<file path="src/rtl/pending_decoder_pkg.sv">
// Shared definitions for the pending decoder and its companion priority encoder.
package pending_decoder_pkg;

    typedef enum logic {
        IDLE = 1'b0,
        WALK = 1'b1
    } state_t;

    function automatic int out_width(input int in_width);
        return 1 << in_width;
    endfunction

endpackage

</file>
<file path="src/rtl/pending_decoder_onehot_decode.sv">
// Pure combinational index-to-one-hot decoder; reusable by other blocks.
module onehot_decode
    import pending_decoder_pkg::*;
#(
    parameter  int IN_WIDTH  = 3,
    localparam int OUT_WIDTH = out_width(IN_WIDTH)
) (
    input  logic [IN_WIDTH-1:0]  index,
    output logic [OUT_WIDTH-1:0] onehot
);

    always_comb begin
        onehot = OUT_WIDTH'(1) << index;
    end

endmodule

</file>
<file path="src/rtl/pending_decoder.sv">
// Sequential index-to-one-hot walker feeding a sticky pending mask.
// state | meaning
// IDLE  | no run in progress; strobe and done are low, ready for a request
// WALK  | strobing onehot(cursor); done on the cycle where remaining == 0
module pending_decoder
    import pending_decoder_pkg::*;
#(
    parameter  int IN_WIDTH  = 3,
    localparam int OUT_WIDTH = out_width(IN_WIDTH)
) (
    input  logic                 clk,
    input  logic                 rst,
    input  logic                 in_valid,
    output logic                 in_ready,
    input  logic [IN_WIDTH-1:0]  in_index,
    input  logic [IN_WIDTH-1:0]  in_len,
    input  logic [OUT_WIDTH-1:0] clr,
    output logic [OUT_WIDTH-1:0] strobe,
    output logic                 done,
    output logic [OUT_WIDTH-1:0] pending,
    output logic                 pending_any
);

    state_t                state, state_nxt;
    logic [IN_WIDTH-1:0]   cursor, cursor_nxt;
    logic [IN_WIDTH-1:0]   remaining, remaining_nxt;
    logic [OUT_WIDTH-1:0]  cursor_onehot;
    logic                  accept;

    onehot_decode #(.IN_WIDTH(IN_WIDTH)) u_decode (
        .index  (cursor),
        .onehot (cursor_onehot)
    );

    // rst gates ready combinationally so nothing is accepted while held in reset
    assign in_ready    = !rst && ((state == IDLE) || (remaining == '0));
    assign accept      = in_valid && in_ready;
    assign done        = (state == WALK) && (remaining == '0);
    assign strobe      = (state == WALK) ? cursor_onehot : '0;
    assign pending_any = |pending;

    always_ff @(posedge clk or posedge rst) begin
        if (rst) begin
            state     <= IDLE;
            cursor    <= '0;
            remaining <= '0;
            pending   <= '0;
        end else begin
            state     <= state_nxt;
            cursor    <= cursor_nxt;
            remaining <= remaining_nxt;
            // set wins over a same-cycle clear
            pending   <= (pending & ~clr) | strobe;
        end
    end

    always_comb begin
        state_nxt     = state;
        cursor_nxt    = cursor;
        remaining_nxt = remaining;
        if (state == WALK) begin
            cursor_nxt = cursor + IN_WIDTH'(1);
            if (remaining != '0) begin
                remaining_nxt = remaining - IN_WIDTH'(1);
            end else begin
                state_nxt = IDLE;
            end
        end
        // a request accepted on the done edge re-enters WALK without a bubble
        if (accept) begin
            state_nxt     = WALK;
            cursor_nxt    = in_index;
            remaining_nxt = in_len;
        end
    end

endmodule

</file>
<file path="config.mk">
export PLATFORM = sky130hd
export DESIGN_NAME = pending_decoder
export DESIGN_NICKNAME = d
export VERILOG_FILES = /design/src/rtl/pending_decoder_pkg.sv /design/src/rtl/pending_decoder_onehot_decode.sv /design/src/rtl/pending_decoder.sv
export SDC_FILE = /design/constraint.sdc
export NUM_CORES = 1
export LEC_CHECK = 0
export CORE_UTILIZATION = 38
export CTS_CLUSTER_SIZE = 12
export DETAILED_ROUTE_END_ITERATION = 8
export GPL_ROUTABILITY_DRIVEN = 0
export GPL_TIMING_DRIVEN = 0
export PLACE_DENSITY = 0.75
export SYNTH_ARGS = -nofsm -noshare
export SYNTH_HDL_FRONTEND = slang
export SYNTH_SLANG_ARGS = --single-unit
export TNS_END_PERCENT = 50
</file>
<file path="constraint.sdc">
create_clock -name clk -period 1.3 [get_ports clk]
set_input_delay 0.325 -clock clk [delete_from_list [all_inputs] [get_ports clk]]
set_output_delay 0.325 -clock clk [all_outputs]
set_load 0.1 [all_outputs]
</file>
==> results, run 1 <==
- The run finished, with violations left.
- The final reports fail on setup timing.
- The multi-input combinational cells in the finished layout cover a total of 663 um^2.
- The time the worst path needs with I/O delays and setup is 1740 ps.
- In the layout the commonest cells are sky130_fd_sc_hd__buf_12 (16), sky130_fd_sc_hd__clkdlybuf4s50_1 (16), sky130_fd_sc_hd__buf_6 (10), sky130_fd_sc_hd__inv_1 (10), sky130_fd_sc_hd__buf_4 (8).
- Counting every sink on the clock net gives 15.
- The final number of hold-violating endpoints was 0.
- The maximum number of pins on one net before global-route repair is 16.
- The core area is 0.00221 mm^2.
- CTS built an H-tree with a depth of 1.
- Averaged over all synthesized cells, the footprint is 10.1 um^2.
- STA puts the critical path data required time at slightly below 1000 ps.
- The number of vias per cell after detailed routing is between 5 and 6.
- The clock passes through at most 2 buffers.
- The number of setup violations in the final report is 20.
- At the pin with the least slew margin, the transition time is 613 ps.
- At the end of the flow, the number of nets in the layout was between 150 and 200.
- The x dimension of the die is 50.4 um.
- For this run, the top clock speed supported by timing is approximately 570 MHz.
- The tree is rooted in a sky130_fd_sc_hd__clkbuf_4.
- The repair_antennas step left the layout with diodes totalling 0.
- Counting distinct cell types in the post-synthesis netlist gives 27.
- Once detail routing completed, the nets flagged for antenna violations numbered 0.
- The critical path's top delay family is flip-flops.
- Summed over all nets, the half-perimeter wirelength after detailed placement is about 1.6 mm.
- The later pin in the worst-skew pair is clocked with a latency of about 290 ps.
- The wire length reported by the detailed router is 3.04 mm.
- The share of the cycle needed by the critical path after routing is 1.34.
- Registers take 399 um^2.
- The count of vias placed by the detailed router is ~870.
- The number of detailed-route iterations in the first pass is 4.
- The final core utilization is 0.832.
- The number of antenna violations at the first check in global routing is 0.
- In the final layout, the share of cells above drive strength 1 is 0.607.
- The clock-pin transition on the worst setup and hold timing paths is about 100 ps.
- In this run the core area contains 17 standard-cell rows.
- The number of global-route vias before repair is 902.
- Setup repair after global routing could not meet its margin everywhere.
- Traced cell by cell, the critical path runs through nor4_4 > nand2_4 > buf_12.
- The maximum fanout along the worst path is 3.
- In the final routed layout, each cell accounts on average for 18.1 um.
- The tightest min-delay check is of the register to register type.
- Yosys printed 0 warnings.
- The launching element type of the critical path is a register.
- Among all stages on the critical path, the largest delay is contributed by sky130_fd_sc_hd__dfrtp_4.
- Measured against its own limit, the worst slew margin works out to 0.591.
- The mapped cell area is ~890 um^2.
- STA classifies the critical path endpoint as a primary output.
- The wire length of the first global-routing pass is 4.26 mm.
- The post-cts hold buffer count is 0.
- The number of synthesized register bits is 15.
- The total count of max-transition violations in the final report is 0.
- The number of top-level pins is 36.
- The critical path is of the register to primary output type.
- The worst stage delay on the critical path is 530 ps.
- The remaining design rule violation count is 0.
- Of the synthesized area, sequential elements account for 0.422.
- In the post-route analysis, the smallest setup slack over all paths is -441 ps.
- For the worst setup path, the data arrival time is ~1400 ps.
- Buffers placed on the I/O ports in this run total 35.
- For this configuration, the core starts out at a cell density of 0.402.
- The number of nets handed over by synthesis was roughly 110.
- Counting both buffers and inverters, the worst setup path holds a total of 1.
- The detailed router finished its first iteration with 12 violations.
- The vertical extent of the die is approximately 50 um.
- In the synthesized netlist, the number of instances is between 80 and 90.
- After filler insertion, the fill cell instance count of the layout stands at roughly 110.
- The TritonCTS clock tree is yes.
- Buffers inserted during clock tree synthesis total 3.
- In the global route stage, overall resource usage came out at 0.237.
- The area added between synthesis and finish is 107%.
- The die covers 0.00254 mm^2.
- Global routing finished with a remaining overflow of 0.
- The reported max-cap violation count is 0.
- The clock skew after layout is 7.61 ps.
==> cells by family (layout without fill, tap and decap cells) <==
family / Yosys count / after routing / synth area share
and+or+nand+nor: 25 / 25 / 0.151
buffers and inverters: 17 / 69 / 0.0886
AOI/OAI and AO/OA: 16 / 16 / 0.136
DFF: 15 / 15 / 0.422
adders and majority gates: 8 / 8 / 0.113
muxes: 6 / 6 / 0.0802
xor gates and xnor gates: 1 / 1 / 0.00985
==> sequential cells by signal, summed over array words and instances (netlist names) <==
name / count
pending: 8
state: 1
remaining: 3
cursor: 3
==> area by class of cell <==
type / instances / area share
Multi-Input combinational cell: 56 / 0.360
Timing Repair Buffer: 48 / 0.338
Sequential cell: 15 / 0.217
Inverter: 15 / 0.0347
Tap cell: 28 / 0.0190
Buffer: 2 / 0.0170
Clock buffer: 4 / 0.0143
==> cells in the mapped netlist <==
| cell type | n | area [um^2] |
|---|---|---|
| sky130_fd_sc_hd__a211oi_1 | 1 | 7.51 |
| sky130_fd_sc_hd__a21o_1 | 2 | 15.0 |
| sky130_fd_sc_hd__a21oi_1 | 1 | 5.00 |
| sky130_fd_sc_hd__a21oi_4 | 1 | 16.3 |
| sky130_fd_sc_hd__a311o_1 | 1 | 10.0 |
| sky130_fd_sc_hd__and2_1 | 2 | 12.5 |
| sky130_fd_sc_hd__and3_1 | 1 | 6.26 |
| sky130_fd_sc_hd__buf_6 | 2 | 22.5 |
| sky130_fd_sc_hd__dfrtp_1 | 15 | 375 |
| sky130_fd_sc_hd__ha_1 | 8 | 100 |
| sky130_fd_sc_hd__inv_1 | 14 | 52.6 |
| sky130_fd_sc_hd__inv_2 | 1 | 3.75 |
| sky130_fd_sc_hd__mux2_1 | 1 | 11.3 |
| sky130_fd_sc_hd__mux2_4 | 2 | 30.0 |
| sky130_fd_sc_hd__mux2i_1 | 3 | 30.0 |
| sky130_fd_sc_hd__nand2_1 | 9 | 33.8 |
| sky130_fd_sc_hd__nand2_2 | 1 | 6.26 |
| sky130_fd_sc_hd__nand2b_4 | 2 | 27.5 |
| sky130_fd_sc_hd__nor2_1 | 7 | 26.3 |
| sky130_fd_sc_hd__nor2b_2 | 1 | 8.76 |
| sky130_fd_sc_hd__nor4_1 | 2 | 12.5 |
| sky130_fd_sc_hd__o211ai_1 | 1 | 7.51 |
| sky130_fd_sc_hd__o21ai_0 | 1 | 5.00 |
| sky130_fd_sc_hd__o221ai_1 | 1 | 8.76 |
| sky130_fd_sc_hd__o22a_1 | 1 | 8.76 |
| sky130_fd_sc_hd__o22ai_1 | 6 | 37.5 |
| sky130_fd_sc_hd__xor2_1 | 1 | 8.76 |
==> layer usage <==
| layer | up-vias | track usage | routed length (um) |
|---|---|---|---|
| li1 | 398 | - | - |
| met1 | 427 | 0.236 | 1070 |
| met2 | 41 | 0.456 | 1750 |
| met3 | 8 | 0.0485 | 157 |
| met4 | 0 | 0.116 | 67 |
| met5 | - | 0 | 0 |
==> metrics by stage <==
step | area, um^2 | hold WS, ps | setup WS [ps] | instances | TNS (ps)
after detailed placement | 1420 | 501 | -1180 | 151 | -18670
after global routing | 1840 | 538 | -499 | 168 | -6070
after CTS | 1780 | 541 | -415 | 166 | -5050
final | 1840 | 531 | -441 | 168 | -5300
after floorplan | 1040 | 226 | -286 | 88 | -2820
after global placement | 1420 | 497 | -1170 | 151 | -17550
==> path summary, 6_finish.rpt <==
path | start | end | slack [ps] | cells past startpoint
min in group asynchronous | rst | remaining[0] | 580 | 2
max in group asynchronous | rst | pending[2] | 260 | 2
setup reg to reg | remaining[1] | cursor[0] | -200 | 6
hold reg to reg | remaining[2] | remaining[2] | 530 | 1
hold / removal | remaining[2] | remaining[2] | 530 | 1
setup / recovery | pending[5] | pending_any | -440 | 3
==> timing repair <==
item,in CTS,in global routing
endpoints found under the setup margin,23,22
buffers inserted,11,2
resized for setup,180,11
pin swaps,13,3
Power of run 1 is left out: the tool's default activity adds up to more than one toggle a clock period on the data nets, which glitch-free logic cannot reach.
==> run 2: changes to the inputs <==
--- a/config.mk
+++ b/config.mk
@@ -5,12 +5,12 @@
 export SDC_FILE = /design/constraint.sdc
 export NUM_CORES = 1
 export LEC_CHECK = 0
-export CORE_UTILIZATION = 38
+export CORE_UTILIZATION = 42
 export CTS_CLUSTER_SIZE = 12
 export DETAILED_ROUTE_END_ITERATION = 8
 export GPL_ROUTABILITY_DRIVEN = 0
 export GPL_TIMING_DRIVEN = 0
-export PLACE_DENSITY = 0.75
+export PLACE_DENSITY = 0.78
 export SYNTH_ARGS = -nofsm -noshare
 export SYNTH_HDL_FRONTEND = slang
 export SYNTH_SLANG_ARGS = --single-unit
==> constraint.sdc (replaced) <==
create_clock -name clk -period 2 [get_ports clk]
set_input_delay 0.5 -clock clk [delete_from_list [all_inputs] [get_ports clk]]
set_output_delay 0.5 -clock clk [all_outputs]
set_load 0.1 [all_outputs]
==> run 2 against run 1 <==
The flow now finishes without violations. Flip-flop and latch count unchanged. Worst setup slack improved by 490 ps. Via count decreased by 10%. Routed wire length decreased by 33%. First-iteration DRC count decreased by 25%. Utilization decreased by 13 points. Largest cell class unchanged. Sequential share of layout area increased by 5.4 points. Clock-buffer cell count decreased by 1.
==> results, run 2 (synthesized netlist as in run 1, its figures left out) <==
- Commonest cells after routing, fill and taps aside: sky130_fd_sc_hd__clkdlybuf4s50_1 (16), sky130_fd_sc_hd__dfrtp_1 (13), sky130_fd_sc_hd__inv_1 (12) (was sky130_fd_sc_hd__buf_12 (16), sky130_fd_sc_hd__clkdlybuf4s50_1 (16), sky130_fd_sc_hd__buf_6 (10), sky130_fd_sc_hd__inv_1 (10), sky130_fd_sc_hd__buf_4 (8)).
- The startpoint of the lowest-slack register-to-register path is remaining[1] (unchanged).
- The clock latency on the worst-skew pair is 290 ps (about the same).
- The data required time at the worst endpoint is 1500 ps (was 980 ps).
- The buffer cell driving the clock tree root is sky130_fd_sc_hd__clkbuf_4 (unchanged).
- The post-route antenna net violation count was 0 (unchanged).
- The number of vias per cell after detailed routing is 5.03 (was 5.20).
- The measured slew at the worst slew-check pin is 596 ps (was 613 ps).
- The number of cells after detailed placement is 150 (was 151).
- Timing would allow up to 512 MHz.
- The number of buffers added by the clock tree synthesis step is 3 (unchanged).
- The vertical extent of the die is 48.0 um (was 50.4 um).
- The final instance count without filler cells was 156 (was 168).
- Outcome: finished, final reports clean (was complete, but fails checks).
- The flip-flop count of the largest register, all copies and words added was 8 (unchanged).
- The critical path data arrival time is 1450 ps (was 1420 ps).
- The standard-cell row count is 16 (was 17).
- The x dimension of the die was 48.0 um (was 50.4 um).
- The number of detailed-route iterations in the first pass came to 4 (unchanged).
- The number of top-level pins is 36 (unchanged).
- The wire length of the first global-routing pass is 3.11 mm (was 4.26 mm).
- The number of fillers in the final layout is 147 (was 106).
- The final number of hold-violating endpoints is 0 (unchanged).
- The fraction of layout cells with a size suffix above 1 is 0.372 (was 0.607).
- The mean routed wirelength per cell is 13.0 um (was 18.1 um).
- The remaining design rule violation count is 0 (unchanged).
- The count of vias placed by the detailed router was 784 (was 874).
- The met2 track demand over resource is 0.338 (was 0.456).
- The maximum level of the CTS H-tree came to 1 (unchanged).
- The maximum number of pins on one net before global-route repair was 16 (unchanged).
- Biggest registers after layout: pending: 8 flops, cursor: 3 flops, remaining: 3 flops (unchanged).
- The HPWL after detailed placement is 1.53 mm (was 1.56 mm).
- The number of global-route vias before repair came to 703 (was 902).
- The maximum clock insertion buffer count came to 2 (unchanged).
- The clock-pin transition on the worst setup and hold timing paths is 90 ps (was 100 ps).
- The number of diodes added for antenna fixing is 0 (unchanged).
- The number of input and output port buffers inserted is 35 (unchanged).
- The global-route track usage on met3 came to 0.0340 (was 0.0485).
- The post-cts hold buffer count is 0 (unchanged).
- The most common cell after layout, fill and taps aside is sky130_fd_sc_hd__clkdlybuf4s50_1.
- The reported max-cap violation count was 0 (unchanged).
- The number of setup violations in the final report was 0 (was 20).
- The count of routing violations after the opening detailed-route iteration is 9 (was 12).
- The core area came to 0.00198 mm^2 (was 0.00221 mm^2).
- The wire length reported by the detailed router is 2.03 mm (was 3.04 mm).
- The startpoint of the worst setup timing path is cursor[0] (was pending[5]).
- The register ranked first by flip-flop count is pending (unchanged).
- The clock skew after layout is 7.36 ps (was 7.61 ps).
- The worst stage delay on the critical path came to 450 ps (was 530 ps).
- The worst hold margin is 533 ps (was 531 ps).
- The most used routing layer is met2 (unchanged).
- The all-layer global routing usage is 0.198 (was 0.237).
- Chain of cells forming the critical path: ha_2 > ha_1 > and2_1 > buf_6 (was nor4_4 > nand2_4 > buf_12).
- The critical path capture point type is a primary output (unchanged).
- The smallest clock period supported by the final layout is computed as around 2000 ps.
- The share of the cycle needed by the critical path after routing is 0.976.
- The count of nets after finishing is 155 (was 166).
- The area added between synthesis and finish is 56.7% (was 107%).
- The number of antenna violations at the first check in global routing is 0 (unchanged).
- The kind of critical path is register to primary output (unchanged).
- The met1 track demand over resource was 0.253 (was 0.236).
- RSZ-0062 raised after global routing: yes (unchanged).
- The maximum fanout along the worst path is 4 (was 3).
- The global-route congestion overflow total is 0 (unchanged).
- The sink count of the clock tree is 15 (unchanged).
- The origin of the worst min-delay path is pending[3] (was remaining[2]).
- The total count of max-transition violations in the final report came to 0 (unchanged).
- The worst relative slew slack came to 0.602 (was 0.591).
- The TritonCTS clock tree is yes (unchanged).
- The launching element type of the critical path is a register (unchanged).
- The highest-delay cell along the critical path was sky130_fd_sc_hd__dfrtp_2 (was sky130_fd_sc_hd__dfrtp_4).
- The initial standard-cell utilization of the core is 0.449 (was 0.402).
- The class of the tightest hold or removal check is register to register (unchanged).
- The overall die area came to 0.00231 mm^2 (was 0.00254 mm^2).
## run 2: timing repair
item	CTS	global route
buffers inserted	1	1
pin swaps	0	1
gates resized for setup	93	23
endpoints found under the setup margin	19	14
## run 2: final cells by class
cell class	count	area, um^2	area share
multi-input combinational	56	484	0.347
timing repair buffer	37	389	0.279
sequential	15	378	0.271
inverter	15	58.8	0.0422
tap	27	33.8	0.0242
clock buffer	3	22.5	0.0162
buffer	2	22.5	0.0162
clock inverter	1	5.00	0.00359
## run 2: metrics by stage
| step | worst slack [ps] | setup TNS (ps) | util | cell area (um^2) |
|---|---|---|---|---|
| 2_1_floorplan | -455 | -2200 | - | 916 |
| 3_3_place_gp | -740 | -5590 | 0.656 | 1300 |
| 3_5_place_dp | -752 | -5900 | 0.656 | 1300 |
| 4_1_cts | -65.9 | -192 | 0.682 | 1350 |
| 5_1_grt | -43.2 | -137 | 0.703 | 1390 |
| 6_report | 47.4 | 0 | 0.703 | 1390 |
## run 2: critical path, delay by kind of cell, from the launching register on
family                   cells  cell delay (ps)
AND/OR/NAND/NOR              1              160
buffers and inverters        1              190
flip-flops                   1              450
adder cells (fa/ha/maj)      2              380
## run 2: metal layers
layer  routed length, um  vias up
met3                  65        5
li1                    -      375
met5                   0        -
met1                 867      380
met4                  32        0
met2                1070       24
## run 2: final timing paths
check                               end  slack [ps]  cells after the start
setup / recovery              strobe[7]          50                      4
hold / removal               pending[3]         530                      1
setup reg to reg              cursor[0]         580                      5
hold reg to reg              pending[3]         530                      1
max in group asynchronous     cursor[0]         870                      2
min in group asynchronous  remaining[0]         700                      2
Power of run 2 is left out for the same reason.
==> run 3: changes to the inputs <==
--- a/config.mk
+++ b/config.mk
@@ -5,6 +5,7 @@
 export SDC_FILE = /design/constraint.sdc
 export NUM_CORES = 1
 export LEC_CHECK = 0
+export CORE_ASPECT_RATIO = 1.25
 export CORE_UTILIZATION = 42
 export CTS_CLUSTER_SIZE = 12
 export DETAILED_ROUTE_END_ITERATION = 8
==> run 3 against run 2 <==
Maximum frequency shrank 2.0%. Highest routed layer unchanged. Clock-buffer cell count is 1 higher. Critical path type unchanged. Sequential share of layout area increased by 0.11 points. Final cell count down 5.8%. Clock skew shrank 4.2 ps. First-iteration DRC count down 56%. Global-route usage is 0.95 points lower.
==> results, run 3 (synthesized netlist as in run 1, its figures left out) <==
- Outcome: finished, final reports clean (unchanged).
- The number of detailed-route iterations in the first pass came to 4 (unchanged).
- The most common cell after layout, fill and taps aside is sky130_fd_sc_hd__clkdlybuf4s50_1 (unchanged).
- The critical path capture point type is a primary output (unchanged).
- The HPWL after detailed placement is 1.51 mm (was 1.53 mm).
- The hold-critical path depth is 1 (unchanged).
- The endpoint of the worst hold path is pending[7] (was pending[3]).
- The maximum clock insertion buffer count is 2 (unchanged).
- The flip-flop count of the largest register, all copies and words added is 8 (unchanged).
- The number of vias per cell after detailed routing was 5.14 (was 5.03).
- The final worst slack is 8.47 ps (was 47.4 ps).
- The origin of the worst min-delay path is pending[7] (was pending[3]).
- The remaining design rule violation count is 0 (unchanged).
- The class of the tightest hold or removal check is register to register (unchanged).
- The data required time at the worst endpoint was 1500 ps (about the same).
- The global-route congestion overflow total was 0 (unchanged).
- The measured slew at the worst slew-check pin is 589 ps (was 596 ps).
- The number of global-route vias before repair is 770 (was 703).
- The share of the cycle needed by the critical path after routing came to 0.996 (was 0.976).
- The cell occurring most often along the worst timing path is sky130_fd_sc_hd__ha_1.
- The critical path data arrival time is 1490 ps (was 1450 ps).
- The maximum fanout along the worst path is 4 (unchanged).
- The worst relative slew slack is 0.607 (was 0.602).
- The number of buffers added by the clock tree synthesis step is 3 (unchanged).
- The mean routed wirelength per cell is 13.5 um (was 13.0 um).
- The kind of critical path was register to primary output (unchanged).
- The count of vias placed by the detailed router came to 756 (was 784).
- The flop-to-flop setup slack was 540 ps (was 580 ps).
- Commonest cells after routing, fill and taps aside: sky130_fd_sc_hd__clkdlybuf4s50_1 (16), sky130_fd_sc_hd__dfrtp_1 (14), sky130_fd_sc_hd__inv_1 (13) (was sky130_fd_sc_hd__clkdlybuf4s50_1 (16), sky130_fd_sc_hd__dfrtp_1 (13), sky130_fd_sc_hd__inv_1 (12)).
- The initial standard-cell utilization of the core is 0.449 (unchanged).
- The endpoint of the lowest-slack register-to-register path is cursor[0] (unchanged).
- The number of top-level pins is 36 (unchanged).
- The launching element type of the critical path is a register (unchanged).
- The count of nets after finishing is 153 (was 155).
- The overall die area is 0.00231 mm^2 (about the same).
- The all-layer global routing usage is 0.189 (was 0.198).
- The wire length reported by the detailed router is 1.98 mm (was 2.03 mm).
- The area added between synthesis and finish was 55.6% (was 56.7%).
- Chain of cells forming the critical path: ha_1 > ha_1 > and2_1 > buf_8 (was ha_2 > ha_1 > and2_1 > buf_6).
- The number of input and output port buffers inserted is 35 (unchanged).
- The register ranked first by flip-flop count is pending (unchanged).
- The buffer cell driving the clock tree root is sky130_fd_sc_hd__clkbuf_4 (unchanged).
- The reported max-cap violation count was 0 (unchanged).
- The sink count of the clock tree is 15 (unchanged).
- The fraction of layout cells with a size suffix above 1 was 0.346 (was 0.372).
- RSZ-0062 raised after global routing: yes (unchanged).
- The highest-delay cell along the critical path is sky130_fd_sc_hd__dfrtp_1 (was sky130_fd_sc_hd__dfrtp_2).
- The final total negative setup slack is 0 ps (unchanged).
- The startpoint of the worst setup timing path is cursor[0] (unchanged).
- The clock-pin transition on the worst setup and hold timing paths came to 90 ps (about the same).
- The maximum clock frequency is 502 MHz (was 512 MHz).
- The buffers inserted during post-CTS setup optimization is 0 (was 1).
- The core area is 0.00198 mm^2 (unchanged).
- The total count of max-transition violations in the final report is 0 (unchanged).
- The worst-case reg-to-reg path depth is 5 (unchanged).
- The standard-cell row count is 18 (was 16).
- The maximum level of the CTS H-tree is 1 (unchanged).
- The clock skew after layout is 3.20 ps (was 7.36 ps).
- The maximum number of pins on one net before global-route repair was 16 (unchanged).
- The clock latency on the worst-skew pair came to 290 ps (about the same).
- The vertical extent of the die is 53.5 um (was 48.0 um).
- The final instance count without filler cells was 147 (was 156).
- The number of fillers in the final layout came to 153 (was 147).
- The number of antenna violations at the first check in global routing is 0 (unchanged).
- The number of diodes added for antenna fixing is 0 (unchanged).
- Biggest registers after layout: pending: 8 flops, cursor: 3 flops, remaining: 3 flops (unchanged).
- The final number of hold-violating endpoints is 0 (unchanged).
- The post-cts hold buffer count is 0 (unchanged).
- The count of routing violations after the opening detailed-route iteration is 4 (was 9).
- The worst setup timing slack at the placement stage is -733 ps (was -752 ps).
- The x dimension of the die was 43.2 um (was 48.0 um).
- The number of cells after detailed placement was 143 (was 150).
- The TritonCTS clock tree is yes (unchanged).
- The worst stage delay on the critical path was 430 ps (was 450 ps).
- The wire length of the first global-routing pass is 3.25 mm (was 3.11 mm).
- The post-route antenna net violation count is 0 (unchanged).
- The time the worst path needs with I/O delays and setup is 1990 ps (was 1950 ps).
- The number of setup violations in the final report was 0 (unchanged).
- The worst hold margin came to 519 ps (was 533 ps).
- The startpoint of the lowest-slack register-to-register path is remaining[1] (unchanged).
[run 3: timing repair]
item	CTS	global route
resized for setup	95	24
setup endpoints to repair	19	12
pin swaps	0	1
[run 3: final cells by class]
cell class	instances	area [um^2]	area share
flip-flops and latches	15	377	0.272
well taps	20	25.0	0.0181
clock buffers	4	26.3	0.0190
plain buffers	2	22.5	0.0163
multi-input cells	56	494	0.357
repair buffers	35	380	0.275
inverters	15	58.8	0.0425
[run 3: worst max path at each step]
stage | slack [ps] | endpoint
final | 8 | strobe[3]
after global routing | -40 | strobe[3]
after CTS | -80 | pending_any
after detailed placement | -730 | in_ready
after global placement | -730 | in_ready
after floorplan | -460 | strobe[0]
[run 3: per-layer routing]
metal	up-vias	track usage	wire length (um)
met1	339	0.195	749
met4	0	0.0758	32
li1	377	-	-
met2	35	0.368	1060
met5	-	0	0
met3	5	0.0307	135
[run 3: per-stage QoR]
| stage | area (um^2) | utilization |
|---|---|---|
| floorplan | 916 | - |
| global placement | 1290 | 0.652 |
| detailed placement | 1290 | 0.652 |
| CTS | 1350 | 0.681 |
| global route | 1380 | 0.698 |
| finish | 1380 | 0.698 |
[run 3: worst max-delay path, delay by kind of cell (launching register included)]
family | cells | cell delay (ps)
simple gates | 1 | 170
flops | 1 | 430
fa+ha+maj | 2 | 430
buf+inv | 1 | 180
Power of run 3 is left out for the same reason.
